===== config.mk =====
export PLATFORM = sky130hd
export DESIGN_NAME = panda_risc_v_reg_file_rd_arbiter
export DESIGN_NICKNAME = d
export VERILOG_FILES = /design/src/rtl/panda_risc_v_reg_file_rd_arbiter.sv
export SDC_FILE = /design/constraint.sdc
export NUM_CORES = 1
export LEC_CHECK = 0
export CAP_MARGIN = 20
export CORE_ASPECT_RATIO = 0.75
export CORE_UTILIZATION = 43
export DETAILED_ROUTE_END_ITERATION = 10
export GPL_TIMING_DRIVEN = 0
export PLACE_DENSITY_LB_ADDON = 0.2
export SYNTH_ARGS = -nofsm -noshare
export SYNTH_HDL_FRONTEND = slang
export SYNTH_SLANG_ARGS = --single-unit

===== constraint.sdc =====
create_clock -name clk -period 1.45 [get_ports clk]
set_input_delay 0.2175 -clock clk [delete_from_list [all_inputs] [get_ports clk]]
set_output_delay 0.2175 -clock clk [all_outputs]
set_load 0.01 [all_outputs]

===== src/rtl/panda_risc_v_reg_file_rd_arbiter.sv =====
// Shares one register-file read port between the IFU JALR reader (s0) and the dispatch unit (s1).
// x0 reads bypass the port; s1 has priority unless s0 has been starved for STARVE_TH cycles.
module panda_risc_v_reg_file_rd_arbiter #(
  parameter int STARVE_TH        = 4,
  parameter int simulation_delay = 1
) (
  input  logic        clk,
  input  logic        resetn,
  input  logic        s0_req,
  input  logic [4:0]  s0_addr,
  output logic        s0_grant,
  output logic [31:0] s0_dout,
  output logic        s0_dout_vld,
  input  logic        s1_req,
  input  logic [4:0]  s1_addr,
  output logic        s1_grant,
  output logic [31:0] s1_dout,
  output logic        s1_dout_vld,
  output logic        m_rd_en,
  output logic [4:0]  m_rd_addr,
  input  logic [31:0] m_rd_dout,
  output logic        starve_boost
);

  if (STARVE_TH < 1 || STARVE_TH > 15 || simulation_delay < 0) begin : g_bad_param
    $error("panda_risc_v_reg_file_rd_arbiter: STARVE_TH must be 1..15");
  end

  localparam logic [3:0] starve_th_c = 4'(STARVE_TH);

  logic        s0_nz_req, s1_nz_req, contention, boost;
  logic        s0_port_grant, s1_port_grant;
  logic [3:0]  starve_cnt;
  logic        s0_vld_q, s1_vld_q, s0_port_q, s1_port_q;
  logic [31:0] s0_hold_q, s1_hold_q;
  logic [31:0] s0_rdata, s1_rdata;

  assign s0_nz_req  = s0_req && (s0_addr != 5'd0);
  assign s1_nz_req  = s1_req && (s1_addr != 5'd0);
  assign contention = s0_nz_req && s1_nz_req;
  assign boost      = (starve_cnt == starve_th_c);

  // NOTE: every always_comb output gets a default first so no path can infer a latch.
  always_comb begin
    s0_grant  = 1'b0;
    s1_grant  = 1'b0;
    m_rd_en   = 1'b0;
    m_rd_addr = 5'd0;
    if (resetn) begin
      s0_grant = s0_req && (!contention || boost);
      s1_grant = s1_req && (!contention || !boost);
      if (s0_grant && s0_nz_req) begin
        m_rd_en   = 1'b1;
        m_rd_addr = s0_addr;
      end else if (s1_grant && s1_nz_req) begin
        m_rd_en   = 1'b1;
        m_rd_addr = s1_addr;
      end
    end
  end

  assign s0_port_grant = s0_grant && s0_nz_req;
  assign s1_port_grant = s1_grant && s1_nz_req;

  // Read data arrives one cycle after the grant; x0 always reads as zero.
  assign s0_rdata = s0_port_q ? m_rd_dout : 32'h0;
  assign s1_rdata = s1_port_q ? m_rd_dout : 32'h0;

  // Gating with resetn keeps a grant from the cycle before reset from pulsing valid.
  assign s0_dout_vld  = resetn && s0_vld_q;
  assign s1_dout_vld  = resetn && s1_vld_q;
  assign s0_dout      = !resetn ? 32'h0 : (s0_vld_q ? s0_rdata : s0_hold_q);
  assign s1_dout      = !resetn ? 32'h0 : (s1_vld_q ? s1_rdata : s1_hold_q);
  assign starve_boost = resetn && boost;

  // NOTE: sequential state uses non-blocking assignments so all registers update together.
  always_ff @(posedge clk) begin
    if (!resetn) begin
      starve_cnt <= 4'd0;
      s0_vld_q   <= 1'b0;
      s1_vld_q   <= 1'b0;
      s0_port_q  <= 1'b0;
      s1_port_q  <= 1'b0;
      s0_hold_q  <= 32'h0;
      s1_hold_q  <= 32'h0;
    end else begin
      s0_vld_q  <= s0_grant;
      s1_vld_q  <= s1_grant;
      s0_port_q <= s0_port_grant;
      s1_port_q <= s1_port_grant;
      if (s0_vld_q) s0_hold_q <= s0_rdata;
      if (s1_vld_q) s1_hold_q <= s1_rdata;
      if (s0_req && !s0_grant)
        starve_cnt <= boost ? starve_cnt : starve_cnt + 4'd1;
      else
        starve_cnt <= 4'd0;
    end
  end

endmodule


# [Word level (Yosys, flattened, before mapping)]
# Index checks and enable logic that the tools add are counted.
[word_totals] ff_bits=72 latchBits=0 ramBits=0 mem_bits_ro=0 input_bits=46 output_inout_bits=75 memories=0
[classes] addsub=1 n_mul=0 n_div=0 n_lt_le_gt_ge=0 eq_ne=1 shift=0 n_mux=14 bitwise=0 n_reduce_logical=21
[ops] op="two-way mux 32 bit" n=6
[ops] op="two-way mux 5 bit" n=3
[ops] op="logical AND 1 bit" n=13
[ops] op="nonzero test 5 bit" n=2
[ops] op="two-way mux 1 bit" n=5
[ops] op="adder 4 x 1 -> 4 bit (second input constant)" n=1
[ops] op="equality test 4 x 3 -> 1 bit (second input constant)" n=1
[ops] op="zero test 1 bit" n=3
[ops] op="logical OR 1 bit" n=2
[ops] op="AND reduction 2 bit" n=1

# [Longest topological paths before layout]
# Gate-level depths: netlist of run 1.
[depth] word_depth=10 mapped_depth=5 mapped_depth_nobuf=5

# [Worst setup path after synthesis of run 1]
# Ideal clock, no wire load.
[synth_path] kind="in2out" from="input port s1_addr[0]" to="output port m_rd_addr[0]" t_arrival_ns=1.276 required_ns=1.233 setup_slack_ns=-0.044 cell_stages=3 path_cell_list="or4_4 o211a_4 o22ai_1"
[synth_via] elab_chain_len=10 word_cells_on_any_way=13 cone_classes="3 x mux; 10 x reduce/logical"
[synth_lines] item="start: declaration" line="15" source="input logic [4:0] s1_addr,"
[synth_lines] item="nonzero test 5 bit" line="39" source="assign s1_nz_req = s1_req && (s1_addr != 5'd0);"
[synth_lines] item="logical AND 1 bit" line="39"
[synth_lines] item="logical AND 1 bit" line="40" source="assign contention = s0_nz_req && s1_nz_req;"
[synth_lines] item="zero test 1 bit" line="50, 51"
[synth_lines] item="logical OR 1 bit" line="51" source="s1_grant = s1_req && (!contention || !boost);"
[synth_lines] item="logical AND 1 bit" line="51"
[synth_lines] item="logical AND 1 bit" line="55" source="end else if (s1_grant && s1_nz_req) begin"
[synth_lines] item="two-way mux 5 bit" line="55"
[synth_lines] item="two-way mux 5 bit *" line="52" source="if (s0_grant && s0_nz_req) begin"
[synth_lines] item="two-way mux 5 bit *" line="49" source="if (resetn) begin"
[synth_lines] item="end: declaration" line="20" source="output logic [4:0] m_rd_addr,"
# Every way passes the cells marked *; elsewhere a longest branch is shown, timed or not.

# [Final worst setup path of run 1]
[layout_path] from="register s0_vld_q" to="output port s0_dout[20]"
[layout_via] elab_chain_len=2
[layout_lines] item="start: declaration" line="34" source="logic s0_vld_q, s1_vld_q, s0_port_q, s1_port_q;"
[layout_lines] item="start signal: assignment" line="87" source="s0_vld_q <= s0_grant;"
[layout_lines] item="two-way mux 32 bit (2 in a row)"
[layout_lines] item="end: declaration" line="12" source="output logic [31:0] s0_dout,"
# Every way passes these cells.

==> flow_metrics.tcl, run 1 <==
set metrics [dict create \
    yosysMostFrequentCell "dfxtp_1" \
    end_kind "output port" \
    grt.total_usage_pct 28.21 \
    slowest_delay_ps 370 \
    synth.distinct_cells 28 \
    timing.fmax_ghz 0.5335 \
    critPathRequiredTime_ps 1230 \
    synth.net_count 390 \
    ys_seq_elements 72 \
    setup_slack_ps -424.6 \
    dpl.hpwl_mm 5.940 \
    synthTopCellsByArea "dfxtp_1 47%, nor2b_1 13%, a21boi_0 8.1%" \
    cts_buffers 9 \
    synth_flop_cell "dfxtp_1" \
    path_delay_family "simple AND/OR/NAND/NOR gates" \
    hold_start "s1_req" \
    ctsHoldBuffers 0 \
    start_util_pct 44.78 \
    yosys-top-cells-count "72 x dfxtp_1, 64 x nor2b_1, 33 x a21boi_0, 33 x nand3_1" \
    cts_root_buffer "clkbuf_8" \
    setup_tns_ps -19250 \
    violations "negative setup slack" \
    cap_violations 0 \
    clock-sinks 72 \
    clock_latency_ps 350 \
    grt_pass1_vias 3172 \
    overflow 0 \
    cp_max_fo 10 \
    worst_pin_slew_ps 469.4 \
    antenna_left 0 \
    criticalPathCategory "reg2out" \
    die_h_um 75.05 \
    antenna_found_initial 0 \
    ys_seq_area_share_pct 47.12 \
    core-area_um2 6832 \
    r2r_start "s1_vld_q$_SDFF_PN0_" \
    rsz0062_at_grt "yes" \
    routed_wl_mm 12.30 \
    synth_top_area_cell "dfxtp_1" \
    die-area_um2 7459 \
    die_w_um 99.40 \
    syn_avg_cell_area_um2 8.945 \
    tritoncts "done" \
    cts.path.max_buffers 2 \
    r2r_cells 8 \
    worstPathCellList "and2_4 -> buf_8 -> a21oi_1 -> nor2b_1 -> buf_2" \
    whs_ps 390.9 \
    row_count 26 \
    path_buf_inv 2 \
    fin_util_pct 85.05 \
    gp_congestion 0.7940 \
    syn_area_um2 3059 \
    syn2layout_area_growth_pct 89.94 \
    first_pass_iters 4 \
    status "finished, violations left" \
    setup_viol 74 \
    cp.arrival_ps 1660 \
    finalHoldViolations 0 \
    holdPathEnd "s1_port_q$_SDFF_PN0_" \
    fin_crit_ps 1875 \
    vias 3398 \
    ir_drop_uv 489.0 \
    nets 587 \
    grt_max_degree 13 \
    cp_slowest_cell "dfxtp_4" \
    wl_per_cell_um 19.62 \
    drt-initial-drc-count 105 \
    ios 121 \
    yosysTopAreaCellShare_pct 47.12 \
    cp-start-kind "register" \
    via_per_inst 5.419 \
    async_flop_share_pct 0 \
    final_cell_count_no_fill 627 \
    diodes 0 \
    hold_depth 4 \
    yosys_warnings 0 \
    dp_cells 546 \
    period_share_pct 129.3 \
    nFillCells 358 \
    drive_above_1_share_pct 60.04 \
    p_leak_nw 2.409 \
    drv_slew 0 \
    synth_edf_count 0 \
    htree_levels 3 \
    p_per_area_nw_per_um2 773.6 \
    remaining_drc_errors 0 \
    hp-class "in2reg" \
    synth_cells 342 \
    grt_first_pass_wirelength_mm 16.02 \
    rrSetupSlack_ps 10 \
    reg2reg_to "s1_hold_q[0]$_DFF_P_" \
    fin_worst_skew_ps 12.87 \
    relSlewSlack_pct 68.71 \
    clk_pin_slew_ps 80 \
    portBuffers 120 \
]
==> state kept, by name, indices dropped and copies added (netlist names) <==
register and count:
s0_hold_q 32, s1_hold_q 32, starve_cnt 4, s0_port_q 1
s0_vld_q 1, s1_port_q 1, s1_vld_q 1
==> report_power, final <==
| group | switching [mW] | leakage, nW | internal, mW | total [mW] |
|---|---|---|---|---|
| Sequential | 0.0173 | 0.584 | 2.00 | 2.01 |
| Clock | 0.774 | 0.108 | 1.01 | 1.78 |
| Combinational | 0.312 | 1.72 | 0.389 | 0.701 |
| Total | 1.10 | 2.41 | 3.39 | 4.50 |
==> worst max path at each step <==
stage | depth (start not counted) | slack [ps] | from | endpoint
after floorplan | 3 | -40 | s1_addr[0] | m_rd_addr[0]
after global placement | 5 | -1180 | resetn | s0_dout[24]
after detailed placement | 5 | -1160 | resetn | s0_dout[14]
after CTS | 6 | -330 | s1_addr[3] | m_rd_addr[0]
after global routing | 5 | -430 | s0_vld_q$_SDFF_PN0_ | s0_dout[20]
final | 5 | -420 | s0_vld_q$_SDFF_PN0_ | s0_dout[20]
==> cell type report <==
type	count	area [um^2]	share of cell area (%)
Clock buffer	10	137.6	2.369
Timing Repair Buffer	189	1488	25.60
Inverter	3	11.26	0.1938
Sequential cell	72	1453	25.00
Buffer	23	337.8	5.814
Multi-Input combinational cell	241	2197	37.81
Clock inverter	5	81.33	1.400
Tap cell	84	105.1	1.809
==> placed cells by master (no fill, tap or decap), types with 10 or more instances in the layout <==
master	Yosys	routed
clkbuf_8	0	12
dfxtp_1	72	67
a21oi_1	32	14
nand3_2	0	18
buf_2	3	75
clkdlybuf4s50_1	0	35
buf_4	0	46
nand2b_4	0	23
buf_6	0	25
nand2_1	10	10
a21oi_2	0	16
clkbuf_16	0	10
nor2b_2	0	11
a21boi_2	0	32
nor2b_1	64	47
==> logic make-up after synthesis <==
| family | synth area share (%) |
|---|---|
| AO/OA/AOI/OAI | 17.59 |
| XOR/XNOR | 0.2864 |
| buffers and inverters | 3.681 |
| flip-flops | 47.12 |
| adder cells (fa/ha/maj) | 0.8179 |
| multiplexers | 0.3272 |
| AND/OR/NAND/NOR | 30.18 |
==> metrics by stage <==
stage | power [mW] | instance area [um^2] | setup slack, ps
after floorplan | 2.233 | 3059 | -43.81
after global placement | 2.491 | 4365 | -1179
after detailed placement | 2.495 | 4365 | -1163
after CTS | 4.386 | 5319 | -325.7
after global routing | 4.615 | 5811 | -431.7
final | 4.495 | 5811 | -424.6
==> what timing repair did <==
item	CTS	global route
gates cloned	6	5
buffers inserted	45	16
pin swaps	52	42
resized for setup	502	82
endpoints found under the setup margin	134	75
==> worst register-to-register path: stages, from the launching register on <==
cell	delay [ps]
dfxtp_4	380
clkbuf_8	170
nand3_1	130
a21boi_2	80
buf_4	130
buf_4	120
buf_6	110
buf_6	110
buf_6	100
==> routing by layer <==
| metal | vias up | GRT usage [%] | wire length (um) |
|---|---|---|---|
| li1 | 1550 | - | - |
| met1 | 1679 | 34.48 | 5072 |
| met2 | 142 | 49.15 | 6307 |
| met3 | 27 | 8.914 | 674 |
| met4 | 0 | 7.190 | 245 |
| met5 | - | 0 | 0 |
(Power assumes the default switching activity.)
==> run 2, diff against run 1 <==
Settings changed: CORE_UTILIZATION 43 to 45, CTS_BUF_LIST set to sky130_fd_sc_hd__clkbuf_4, TNS_END_PERCENT set to 100.
==> run 2 against run 1 <==
  * The flow still finishes with violations (negative setup slack)
  * Clock power fell by 20%
  * Die area fell by 4.3%
  * Cell count fell by 0.32%
  * Register-to-register slack barely moved
  * Wire length rose by 5.0%
  * Setup slack got worse by 69 ps
  * Total power fell by 7.7%
  * Clock skew rose by 11 ps
  * Via count rose by 1.9%
  * Count of clock-buffer cells in the layout fell by 1
  * Highest routed layer unchanged
==> flow_metrics.tcl, run 2 (synthesis results as in run 1) <==
set metrics [dict create \
    setup_viol 75 \
    reg_top3 "s0_hold_q (32), s1_hold_q (32), starve_cnt (4)" \
    ctsHoldBuffers 0 \
    ios 121 \
    setup_slack_ps -493.6 \
    via_per_inst 5.538 \
    cp_max_fo 4 \
    remaining_drc_errors 0 \
    die_h_um 73.41 \
    grt_pass1_vias 3033 \
    multiInputGateArea_um2 2302 \
    die_w_um 97.21 \
    seqCellArea_um2 1455 \
    drv_slew 0 \
    routed_wl_mm 12.91 \
    wl_per_cell_um 20.66 \
    critPathRequiredTime_ps 1230 \
    syn2layout_area_growth_pct 89.82 \
    die-area_um2 7135 \
    fin_util_pct 90.12 \
    final_cell_mix "75 x buf_2, 67 x dfxtp_1, 51 x nor2b_1, 51 x buf_4, 36 x clkdlybuf4s50_1" \
    nFillCells 266 \
    cts_buffers 9 \
    row_count 25 \
    dpl.hpwl_mm 5.996 \
    p_int_mw 3.061 \
    worstPathCellList "inv_2 -> ha_4 -> nand3b_1 -> buf_4 -> o211ai_4 -> o21a_1 -> buf_2" \
    drt-initial-drc-count 154 \
    start_util_pct 47.48 \
    vias 3461 \
    clkPwrFrac_pct 34.5 \
    criticalPathCategory "reg2out" \
    clk_pin_slew_ps 120 \
    slowest_delay_ps 360 \
    drive_above_1_share_pct 63.60 \
    sw_frac_of_total_pct 26.19 \
    cts_root_buffer "clkbuf_4" \
    cp-start-kind "register" \
    layout_commonest_cell "buf_2" \
    p_per_area_nw_per_um2 714.1 \
    portBuffers 120 \
    cap_violations 0 \
    fin_crit_ps 1944 \
    grt_first_pass_wirelength_mm 14.72 \
    cp_slowest_cell "dfxtp_2" \
    nets 587 \
    antenna_found_initial 0 \
    clock-sinks 72 \
    cts.path.max_buffers 2 \
    p_comb_share_pct 16.9 \
    grt_max_degree 13 \
    relSlewSlack_pct 62.35 \
    setup_tns_ps -27890 \
    fin_worst_skew_ps 23.95 \
    tritoncts "done" \
    worst_pin_slew_ps 561.0 \
    dp_cells 543 \
    clock_latency_ps 420 \
    overflow 0 \
    antenna_left 0 \
    end_kind "output port" \
    rsz0062_at_grt "yes" \
    p_leak_nw 2.392 \
    core-area_um2 6444 \
    gp_congestion 0.8342 \
    finalHoldViolations 0 \
    timing.fmax_ghz 0.5145 \
    status "finished, violations left" \
    first_pass_iters 4 \
    period_share_pct 134.0 \
    violations "negative setup slack" \
    grt.total_usage_pct 26.16 \
    switchingPower_mw 1.086 \
    cp.arrival_ps 1730 \
    seq_power_share_pct 48.6 \
    final_cell_count_no_fill 625 \
    diodes 0 \
    ir_drop_uv 559.4 \
    hp-class "in2reg" \
    htree_levels 3 \
]
[run 2: path summary, 6_finish.rpt]
| check | slack, ps | startpoint | end | cells past startpoint |
|---|---|---|---|---|
| setup / recovery | -490 | starve_cnt[1]$_SDFFE_PN0P_ | s0_grant | 7 |
| hold / removal | 350 | s0_addr[1] | s1_port_q$_SDFF_PN0_ | 4 |
| setup reg to reg | 10 | starve_cnt[1]$_SDFFE_PN0P_ | s0_vld_q$_SDFF_PN0_ | 7 |
| hold reg to reg | 480 | s1_hold_q[24]$_DFF_P_ | s1_hold_q[24]$_DFF_P_ | 2 |
[run 2: per-layer routing]
metal	vias up	track usage [%]	wire length (um)
li1	1557	-	-
met1	1689	32.11	5281
met2	178	45.62	6357
met3	37	7.802	944
met4	0	6.468	328
met5	-	0	0
[run 2: worst max-delay path: cells and delay by family, from the launching register on]
family | cells | cell delay, ps
AOI/OAI and AO/OA | 2 | 270
adders and majority gates | 1 | 160
buffers and inverters | 3 | 350
DFF | 1 | 360
and+or+nand+nor | 1 | 180
[run 2: stage by stage]
stage	setup WS, ps	power, mW	hold WS [ps]	area, um^2
finish	-493.6	4.147	349.5	5807
CTS	-414.4	3.905	353.1	4773
floorplan	-43.81	2.233	382.0	3059
global route	-552.2	4.247	348.2	5807
detailed placement	-1231	2.495	458.5	4362
global placement	-1212	2.490	453.0	4362
[run 2: timing repair]
action / CTS / global route
cloned: 2 / 9
setup buffers: 32 / 28
resized for setup: 438 / 152
pin swaps: 40 / 64
setup endpoints to repair: 124 / 80
[run 2: power by group through the flow]
stage               registers, mW  clock network [mW]  logic [mW]
floorplan                    2.05                   0       0.182
global placement             2.05                   0       0.436
detailed placement           2.05                   0       0.440
CTS                          2.01                1.39       0.502
global route                 2.02                1.50       0.724
finish                       2.02                1.43       0.699
[run 2: layout make-up]
class | instances | area share, %
buffer | 23 | 4.309
clock buffer | 9 | 1.164
clock inverter | 7 | 1.487
inverter | 3 | 0.1939
multi-input combinational | 241 | 39.65
sequential | 72 | 25.06
tap | 81 | 1.745
timing repair buffer | 189 | 26.40
==> run 3, diff against run 2 <==
Settings changed: SKIP_LAST_GASP set to 1.
==> run 3 against run 2 <==
  * Design area decreased by 0.62%
  * Count of clock-buffer cells in the layout unchanged
  * Cell count unchanged
  * Via count increased by 0.20%
  * Clock power barely moved
  * Highest routed layer unchanged
  * Register-to-register slack got worse by 60 ps
  * Total power is 0.63% lower
  * Critical path depth is 1 lower
  * The flow still finishes with violations (negative setup slack)
==> flow_metrics.tcl, run 3 (synthesis results as in run 1) <==
set metrics [dict create \
    end_kind "output port" \
    clk_pin_slew_ps 140 \
    ios 121 \
    critPathRequiredTime_ps 1230 \
    drv_slew 0 \
    violations "negative setup slack" \
    drt-initial-drc-count 151 \
    nFillCells 284 \
    relSlewSlack_pct 58.79 \
    seq_power_share_pct 48.9 \
    cp-start-kind "register" \
    clock_latency_ps 430 \
    criticalPathCategory "reg2out" \
    finalHoldViolations 0 \
    clkPwrFrac_pct 34.3 \
    cts_buffers 9 \
    portBuffers 120 \
    setup_slack_ps -512.1 \
    final_cell_mix "74 x buf_2, 67 x dfxtp_1, 50 x buf_4, 45 x nor2b_1, 36 x clkdlybuf4s50_1" \
    cp.arrival_ps 1740 \
    sw_frac_of_total_pct 25.71 \
    p_comb_share_pct 16.8 \
    die_h_um 73.41 \
    die-area_um2 7135 \
    p_leak_nw 2.391 \
    fin_crit_ps 1962 \
    core-area_um2 6444 \
    antenna_left 0 \
    layout_commonest_cell "buf_2" \
    reg_top3 "s0_hold_q (32), s1_hold_q (32), starve_cnt (4)" \
    switchingPower_mw 1.059 \
    final_cell_count_no_fill 625 \
    ir_drop_uv 567.6 \
    antenna_found_initial 0 \
    syn2layout_area_growth_pct 88.63 \
    p_per_area_nw_per_um2 714.1 \
    htree_levels 3 \
    drive_above_1_share_pct 63.05 \
    diodes 0 \
    hold_depth 4 \
    timing.fmax_ghz 0.5097 \
    seqCellArea_um2 1455 \
    grt_first_pass_wirelength_mm 14.69 \
    row_count 25 \
    dp_cells 543 \
    cap_violations 0 \
    vias 3468 \
    grt.total_usage_pct 26.06 \
    die_w_um 97.21 \
    total_power_mw 4.121 \
    multiInputGateArea_um2 2257 \
    whs_ps 333.8 \
    nets 587 \
    clock-sinks 72 \
    first_pass_iters 4 \
    remaining_drc_errors 0 \
    rsz0062_at_grt "yes" \
    dpl.hpwl_mm 5.996 \
    cts.path.max_buffers 2 \
    r2r_cells 7 \
    tritoncts "done" \
    hp-class "in2reg" \
    cp_max_fo 7 \
    period_share_pct 135.3 \
    via_per_inst 5.549 \
    status "finished, violations left" \
    cts_root_buffer "clkbuf_4" \
    grt_pass1_vias 3034 \
    wl_per_cell_um 20.67 \
    p_int_mw 3.062 \
    grt_max_degree 13 \
    gp_congestion 0.8342 \
    fin_worst_skew_ps 33.48 \
    setup_viol 77 \
    start_util_pct 47.48 \
    worst_pin_slew_ps 614.0 \
    routed_wl_mm 12.92 \
    overflow 0 \
]
==> run 3: cell count changes in the layout (fill, tap and decap cells not counted), moves of 2 or more <==
cell / delta
nor2b_2: +6
nand3_2: -7
nand3_4: -2
nor2b_1: -6
nand3_1: +9
==> run 3: worst max-delay path, stage by stage (launching register included) <==
cell     delay, ps
dfxtp_4        400
and2_4         290
buf_6          170
buf_6          100
a21oi_2         50
nor2b_2        160
buf_2          170
==> run 3: path summary, 6_finish.rpt <==
check,start,end,slack (ps)
hold reg to reg,s1_hold_q[27]$_DFF_P_,s1_hold_q[27]$_DFF_P_,490
setup / recovery,s0_vld_q$_SDFF_PN0_,s0_dout[8],-510
hold / removal,s0_addr[1],s1_port_q$_SDFF_PN0_,330
setup reg to reg,starve_cnt[0]$_SDFFE_PN0P_,starve_cnt[2]$_SDFFE_PN0P_,-50
==> run 3: layout make-up <==
type,instances,area share [%]
Multi-Input combinational cell,241,39.12
Timing Repair Buffer,189,26.56
Sequential cell,72,25.22
Buffer,23,4.488
Tap cell,81,1.756
Clock inverter,7,1.496
Clock buffer,9,1.171
Inverter,3,0.1951
==> run 3: repair_timing <==
item / in CTS / in global routing
buffers inserted: 32 / 28
pin swaps: 39 / 64
resized for setup: 429 / 157
cloned: 2 / 9
hold buffers: 0 / 0
setup endpoints to repair: 124 / 80
==> run 3: per-stage QoR <==
step / TNS [ps] / setup WS (ps) / cell area (um^2) / utilization [%]
after floorplan: -219.1 / -43.81 / 3059 / -
after global placement: -81950 / -1212 / 4362 / 67.69
after detailed placement: -84010 / -1231 / 4362 / 67.69
after CTS: -22620 / -414.4 / 4761 / 73.88
after global routing: -32100 / -584.2 / 5771 / 89.55
final: -28280 / -512.1 / 5771 / 89.55
==> run 3: layer usage <==
metal	track usage [%]	wire, um
met1	32.11	5339
met2	45.38	6180
met3	7.612	974
met4	6.468	425
met5	0	0
==> run 3: power by group through the flow <==
stage / sequential (mW) / clock, mW / combinational, mW
6_report: 2.02 / 1.41 / 0.692
5_1_grt: 2.02 / 1.50 / 0.719
3_5_place_dp: 2.05 / 0 / 0.440
4_1_cts: 2.01 / 1.39 / 0.498
2_1_floorplan: 2.05 / 0 / 0.182
3_3_place_gp: 2.05 / 0 / 0.436
